File: src/rtl/lfsr_prng_stream.sv
// ============================================================================
//  Module      : lfsr_prng_stream
//  Description : Parametrised Fibonacci XNOR LFSR pseudo-random word source
//                with runtime seeding, lock-up protection, a valid/ready
//                output stream, period-completion pulse and step counter.
//  Revision    : 1.0 - initial release
// ----------------------------------------------------------------------------
//  Ports
//    i_Clk        in   1          system clock, rising edge
//    i_Rst_n      in   1          synchronous active-low reset
//    i_Enable     in   1          permits the LFSR to advance
//    i_Seed_DV    in   1          load i_Seed_Data this cycle
//    i_Seed_Data  in   NUM_BITS   seed value
//    o_Data       out  OUT_WIDTH  current pseudo-random word
//    o_Valid      out  1          o_Data holds an unconsumed word
//    i_Ready      in   1          consumer accepts o_Data on o_Valid&&i_Ready
//    o_Done       out  1          pulse: state returned to the seed value
//    o_Seed_Err   out  1          pulse: supplied seed was the lock-up value
//    o_Step_Cnt   out  NUM_BITS   advances since last seed/reset/period wrap
// ============================================================================
`default_nettype none

module lfsr_prng_stream #(
  parameter int                  NUM_BITS  = 8,
  parameter logic [NUM_BITS-1:0] TAPS      = 'hB8,
  parameter int                  OUT_WIDTH = 8
) (
  input  logic                 i_Clk,
  input  logic                 i_Rst_n,
  input  logic                 i_Enable,
  input  logic                 i_Seed_DV,
  input  logic [NUM_BITS-1:0]  i_Seed_Data,
  output logic [OUT_WIDTH-1:0] o_Data,
  output logic                 o_Valid,
  input  logic                 i_Ready,
  output logic                 o_Done,
  output logic                 o_Seed_Err,
  output logic [NUM_BITS-1:0]  o_Step_Cnt
);

  logic [NUM_BITS-1:0]  state;
  logic [NUM_BITS-1:0]  ref_seed;
  logic [OUT_WIDTH-1:0] data_q;
  logic                 valid_q;
  logic                 done_q;
  logic                 seed_err_q;
  logic [NUM_BITS-1:0]  step_cnt;

  logic                 feedback;
  logic                 lockup;
  logic                 seed_lockup;
  logic [NUM_BITS-1:0]  next_state;
  logic                 adv;
  logic                 wrap;

  // XNOR feedback makes all-ones the single stuck state; all-zeros is legal.
  assign feedback    = ~^(state & TAPS);
  assign lockup      = &state;
  assign seed_lockup = &i_Seed_Data;

  // A stuck all-ones state (only reachable with a bad tap mask) is escaped
  // by stepping to zero instead of the computed successor.
  assign next_state  = lockup ? '0 : {state[NUM_BITS-2:0], feedback};

  // A pending word blocks advancing unless it is being consumed this cycle,
  // which gives one word per cycle while the consumer stays ready.
  assign adv  = i_Enable && !i_Seed_DV && (!valid_q || i_Ready);
  assign wrap = (next_state == ref_seed);

  always_ff @(posedge i_Clk) begin
    if (!i_Rst_n) begin
      state      <= '0;
      ref_seed   <= '0;
      data_q     <= '0;
      valid_q    <= 1'b0;
      done_q     <= 1'b0;
      seed_err_q <= 1'b0;
      step_cnt   <= '0;
    end else begin
      done_q     <= 1'b0;
      seed_err_q <= 1'b0;
      if (i_Seed_DV) begin
        // Seeding discards any pending word, even one handshaken this cycle.
        if (seed_lockup) begin
          state      <= '0;
          ref_seed   <= '0;
          seed_err_q <= 1'b1;
        end else begin
          state    <= i_Seed_Data;
          ref_seed <= i_Seed_Data;
        end
        valid_q  <= 1'b0;
        step_cnt <= '0;
      end else if (adv) begin
        state   <= next_state;
        data_q  <= next_state[OUT_WIDTH-1:0];
        valid_q <= 1'b1;
        if (wrap) begin
          done_q   <= 1'b1;
          step_cnt <= '0;
        end else begin
          step_cnt <= step_cnt + NUM_BITS'(1);
        end
      end else if (valid_q && i_Ready) begin
        valid_q <= 1'b0;
      end
    end
  end

  assign o_Data     = data_q;
  assign o_Valid    = valid_q;
  assign o_Done     = done_q;
  assign o_Seed_Err = seed_err_q;
  assign o_Step_Cnt = step_cnt;

endmodule

`default_nettype wire

File: config.mk
export PLATFORM = sky130hd
export DESIGN_NAME = lfsr_prng_stream
export DESIGN_NICKNAME = d
export VERILOG_FILES = /design/src/rtl/lfsr_prng_stream.sv
export SDC_FILE = /design/constraint.sdc
export NUM_CORES = 1
export LEC_CHECK = 0
export ABC_AREA = 1
export CORE_AREA = 4 4 78 80
export CTS_CLUSTER_DIAMETER = 120
export CTS_CLUSTER_SIZE = 8
export DETAILED_ROUTE_END_ITERATION = 16
export DIE_AREA = 0 0 82 84
export PLACE_DENSITY_LB_ADDON = 0.1
export SLEW_MARGIN = 15
export SYNTH_ARGS = -nofsm -noshare
export SYNTH_HDL_FRONTEND = slang
export SYNTH_SLANG_ARGS = --single-unit
export TNS_END_PERCENT = 1
File: constraint.sdc
create_clock -name i_Clk -period 1.52 [get_ports i_Clk]
set_input_delay 0.228 -clock i_Clk [delete_from_list [all_inputs] [get_ports i_Clk]]
set_output_delay 0.228 -clock i_Clk [all_outputs]
set_load 0.01 [all_outputs]
== Word level (Yosys, flattened, before mapping) ==
Index checks and enable logic that the tools add are counted.

* Bits in registers: 35
* Bits in latches: 0
* Memory bits (writable): 0
* ROM bits: 0
* Bits of input ports: 13
* Memories kept: 0

* Add/sub/neg operators: 1
* $mul: 0
* Divide/modulo/power cells: 0
* Magnitude comparators: 0
* Equal/unequal tests: 1
* Shifts and indexed selects: 0
* Mux-type cells: 9
* Bitwise logic cells: 3
* Reductions and logical operators: 15

{| class="wikitable"
|+ Operators by type and width
! kind !! number
|-
| $mux W8 || 5
|-
| $reduce_and A8 Y1 || 2
|-
| $add A8 B1 Y8 const B || 1
|-
| $eq A8 B8 Y1 || 1
|-
| $reduce_xnor A8 Y1 || 1
|-
| $mux W1 || 4
|-
| $reduce_and A2 Y1 || 2
|-
| $reduce_bool A2 Y1 || 2
|-
| $logic_and A1 B1 Y1 || 3
|-
| $not A1 Y1 || 3
|-
| $reduce_or A3 Y1 || 1
|-
| $logic_not A1 Y1 || 2
|-
| $reduce_or A2 Y1 || 1
|-
| $logic_or A1 B1 Y1 || 1
|}

== Logic depth before layout (Yosys ltp) ==
* Word-level depth: 5
* Depth in mapped cells: 12
* Gate-level depth less buffers: 12

== Least setup slack after synthesis ==
No wires, ideal clock.

* Path type: register to register
* From: reg state[4]
* To: reg step_cnt[0], in the netlist o_Step_Cnt[0]
* Arrival time: 1455 ps
* Data required time: 1401 ps
* Setup slack: -54 ps
* Cell stages (with the launch flop): 12
* Period minus slack after synthesis: 1574 ps
* Path through: dfxtp_1 -> ha_1 -> nand2_1 -> nor2_1 -> nand2_2 -> buf_6 -> nand3_1 -> nand2_1 -> nor2_1 -> nand3_2 -> o21bai_4 -> nor2_1

* Word-level cells in the longest chain between the ends: 4

{| class="wikitable"
|+ Ends and longest elaborated chain
! element !! line !! RTL
|-
| start: declaration || 41 || <nowiki>logic [NUM_BITS-1:0] state;</nowiki>
|-
| start signal: assignment || 89 || <nowiki>state <= i_Seed_Data;</nowiki>
|-
| start signal: assignment || 95 || <nowiki>state <= next_state;</nowiki>
|-
| $reduce_xnor A8 Y1 or $reduce_and A8 Y1 (tied branches) || 57, 58 ||
|-
| $mux W8 * || 63 || <nowiki>assign next_state = lockup ? '0 : {state[NUM_BITS-2:0], feedback};</nowiki>
|-
| $eq A8 B8 Y1 * || 68 || <nowiki>assign wrap = (next_state == ref_seed);</nowiki>
|-
| $mux W8 * || 98 || <nowiki>if (wrap) begin</nowiki>
|-
| end signal: assignment || 102 || <nowiki>step_cnt <= step_cnt + NUM_BITS'(1);</nowiki>
|-
| end: declaration || 47 || <nowiki>logic [NUM_BITS-1:0] step_cnt;</nowiki>
|}

Mark *: on every way between the ends. The rest lies on a longest branch, timed or not.
A chain may end at the register's enable or synchronous reset.

== Worst setup path after layout ==
* From: reg state[4]
* To: reg step_cnt[1], in the netlist o_Step_Cnt[1]

The elaborated chain is that of the path after synthesis.

==> results by group <==
Outcome
  • Outcome: complete, but fails checks
  • Failing checks: setup timing

CTS
  • Number of buffers created by CTS: 5
  • H-tree levels: 2
  • Deepest clock path buffer count: 2
  • CTS root buf: clkbuf_8
  • Skew-Pair Late Insertion Delay: 0.28 ns
  • Worst-path clk slew: ~0.07 ns
  • TritonCTS clock tree: built
  • Sink Count: 35
  • Hold_buf cts: 0

Global route
  • Largest net degree at the start of global routing: 12
  • GRT busiest layer: met2
  • Initial antenna violation count: 0
  • GRT Total Usage: 0.1476
  • Vias in the first global route: 1600
  • First-pass GRT wire length: 7659 µm
  • GR Layer Usage met3: 0.04212
  • Total grt overflow: 0
  • Met1 Resource Use GR: 0.2030
  • Met2 usage: 0.2131

STA
  • Slew HR: 0.7918
  • Final Max Tran Viols: 0
  • Final setup viols: 9
  • Unrepaired setup endpoints after global routing: yes
  • Clock skew: 0.005491 ns
  • Worst Max-Slew Pin Slew: slightly above 0.3 ns
  • Worst Hold Margin: 0.4661 ns
  • Final min period: between 1.5 and 2 ns
  • Final Hold Vio Count: 0
  • FMAX: 566.7 MHz
  • Worst Setup Slack, final: -0.2447 ns
  • Final worst-path cycle share: 1.161

Floorplan
  • Top Ports: 32
  • Die width: ~82 µm
  • Die height: 84 µm
  • Core area: 5405 µm²
  • Initial Utilization: 0.2903
  • Cell Rows: 27
  • DIE AREA: 6888 µm²

Synthesis
  • Post-Synthesis Cells: 214
  • Post-synth top area cell: dfxtp_1
  • Netlist cell types: 24
  • Syn nets: approximately 230
  • Mapped Area: 1569 µm²
  • Ys Warns: 0
  • Mapped Avg Cell Area: 7.332 µm²
  • #FFs+latches synth: 35
  • Seq/Total Area, Yosys: 0.4466
  • Post-synth top area share: 0.4466
  • Synth area leaders: dfxtp_1 45%, nand2_1 15%, nand3_1 6.1%

Drt
  • Routed len/inst: 12.99 µm
  • Final wirelength: around 4600 µm
  • Routed via count: about 1600
  • 1st-iter DRT viols: 98
  • DRC violations left: 0
  • Routed Antenna Nets: 0
  • First drt pass iteration count: 4
  • Vias per Instance: 4.499

Power
  • Total Power: 2.076 mW
  • Worst VDD drop: 481.8 µV
  • Sw Ratio: 0.2549
  • Flop pwr share: 0.471
  • Leakage Power: 1.060 nW
  • Clk network pwr share: 0.357
  • Power density cells: 855.1 nW/µm²
  • Comb power frac: 0.172
  • Psw: 0.5290 mW
  • Cell internal pwr: about 1.5 mW

Place
  • RePlAce Congestion: ~0.85
  • DP HPWL: 3460 µm
  • Port bufs: 31

Critical path
  • Crit Path Max Fanout: 8
  • Crit Path Class: register to register
  • Worst setup SP type: register
  • Worst path arrival time: 1.93 ns
  • CP Data Required Time: approximately 1.7 ns
  • Worst path cell trace: ha_4, nand2_4, nor2_4, nand2_4, nand3_2, nand2_1, nor2_2, nand3_2, o21bai_4, nor2_1
  • Setup crit end kind: register
  • Slowest cell on the critical path: dfxtp_2
  • CP peak stage delay: about 0.37 ns

Min path
  • Hold crit path type: register to register

Finish
  • Fillers: between 500 and 600
  • Layout cell share with drive strength beyond 1: 0.2281
  • Number of diodes: 0
  • Final nets: 299
  • Area grow syn2layout: 54.71%
  • Commonest non-fill, non-tap cell in the layout: nand2_1
  • Commonest non-fill, non-tap cells in the layout: 61 x nand2_1, 33 x dfxtp_1, 32 x buf_4

Flow run
  • Max-cap violations: 0
==> Yosys cell counts <==
| cell type | number |
|---|---|
| and3_1 | 1 |
| clkbuf_1 | 3 |
| xor2_1 | 6 |
| buf_2 | 1 |
| buf_6 | 2 |
| o22ai_1 | 8 |
| a31oi_1 | 3 |
| nand2_1 | 62 |
| dfxtp_1 | 35 |
| o21bai_4 | 1 |
| nand3_2 | 1 |
| clkinv_1 | 1 |
| a21oi_1 | 12 |
| ha_1 | 2 |
| xnor2_1 | 1 |
| inv_1 | 25 |
| nand2_2 | 1 |
| o21ai_0 | 1 |
| nor2_4 | 1 |
| nand4_1 | 3 |
| nor3_1 | 3 |
| nand3_1 | 19 |
| nor2_1 | 18 |
| o211ai_1 | 4 |
==> worst max-delay path: cells and delay by family (launching register included) <==
family / cells / cell delay (ns)
adder cells (fa/ha/maj): 1 / 0.15
AND/OR/NAND/NOR: 8 / 0.87
AO/OA/AOI/OAI: 1 / 0.27
flip-flops: 1 / 0.37
==> power groups by stage <==
stage | logic [mW] | registers [mW] | clock network, mW
floorplan | 0.150 | 1.00 | 0
global placement | 0.340 | 0.996 | 0
detailed placement | 0.339 | 0.996 | 0
CTS | 0.343 | 0.975 | 0.772
global route | 0.401 | 0.982 | 0.817
finish | 0.358 | 0.978 | 0.740
==> what timing repair did <==
item,in CTS,in global routing
pin swaps,2,7
gates cloned,1,1
gates resized for setup,7,14
setup endpoints to repair,9,21
buffers inserted,0,1
endpoints found under the hold margin,0,0
==> registers in the layout (all words and copies together), names as in the netlist <==
register / flops
ref_seed: 8
o_Step_Cnt: 8
o_Seed_Err: 1
o_Done: 1
state: 8
o_Valid: 1
o_Data: 8
==> metrics by stage <==
step | setup TNS [ns] | utilization | instance area (µm²) | worst slack, ns | instances
2_1_floorplan | -0.2235 | - | 1572 | -0.02794 | 214
4_1_cts | -1.257 | 0.4352 | 2352 | -0.1650 | 355
3_3_place_gp | -6.220 | 0.4109 | 2221 | -0.3186 | 346
6_report | -1.809 | 0.4491 | 2427 | -0.2447 | 357
5_1_grt | -2.830 | 0.4491 | 2427 | -0.3565 | 357
3_5_place_dp | -6.532 | 0.4109 | 2221 | -0.3150 | 346
==> final timing paths <==
check / slack, ns / depth (start not counted) / from / to
min reg2reg: 0.47 / 2 / o_Data[2]$_SDFFE_PN0P_ / o_Data[2]$_SDFFE_PN0P_
min: 0.47 / 2 / o_Data[2]$_SDFFE_PN0P_ / o_Data[2]$_SDFFE_PN0P_
max: -0.24 / 10 / state[4]$_SDFFE_PN0P_ / o_Step_Cnt[1]$_SDFFE_PP0P_
max reg2reg: -0.24 / 10 / state[4]$_SDFFE_PN0P_ / o_Step_Cnt[1]$_SDFFE_PP0P_
==> kinds of logic after synthesis <==
logic type | synth area share
XOR/XNOR | 0.03908
adder cells (fa/ha/maj) | 0.01595
AND/OR/NAND/NOR | 0.2951
buffers and inverters | 0.08691
flip-flops | 0.4466
AO/OA/AOI/OAI | 0.1164
==> routing by layer <==
layer,up-vias,part of all wire
met4,0,0.016
met2,30,0.46
met5,-,0
li1,835,-
met1,733,0.49
met3,8,0.030
==> final cells by class <==
type | instances | area [µm²] | area share
Inverter | 26 | 97.59 | 0.04021
Tap cell | 72 | 90.09 | 0.03711
Clock buffer | 8 | 100.1 | 0.04124
Sequential cell | 35 | 703.2 | 0.2897
Multi-Input combinational cell | 149 | 823.3 | 0.3392
Timing Repair Buffer | 67 | 613.1 | 0.2526
(Power assumes the default switching activity.)
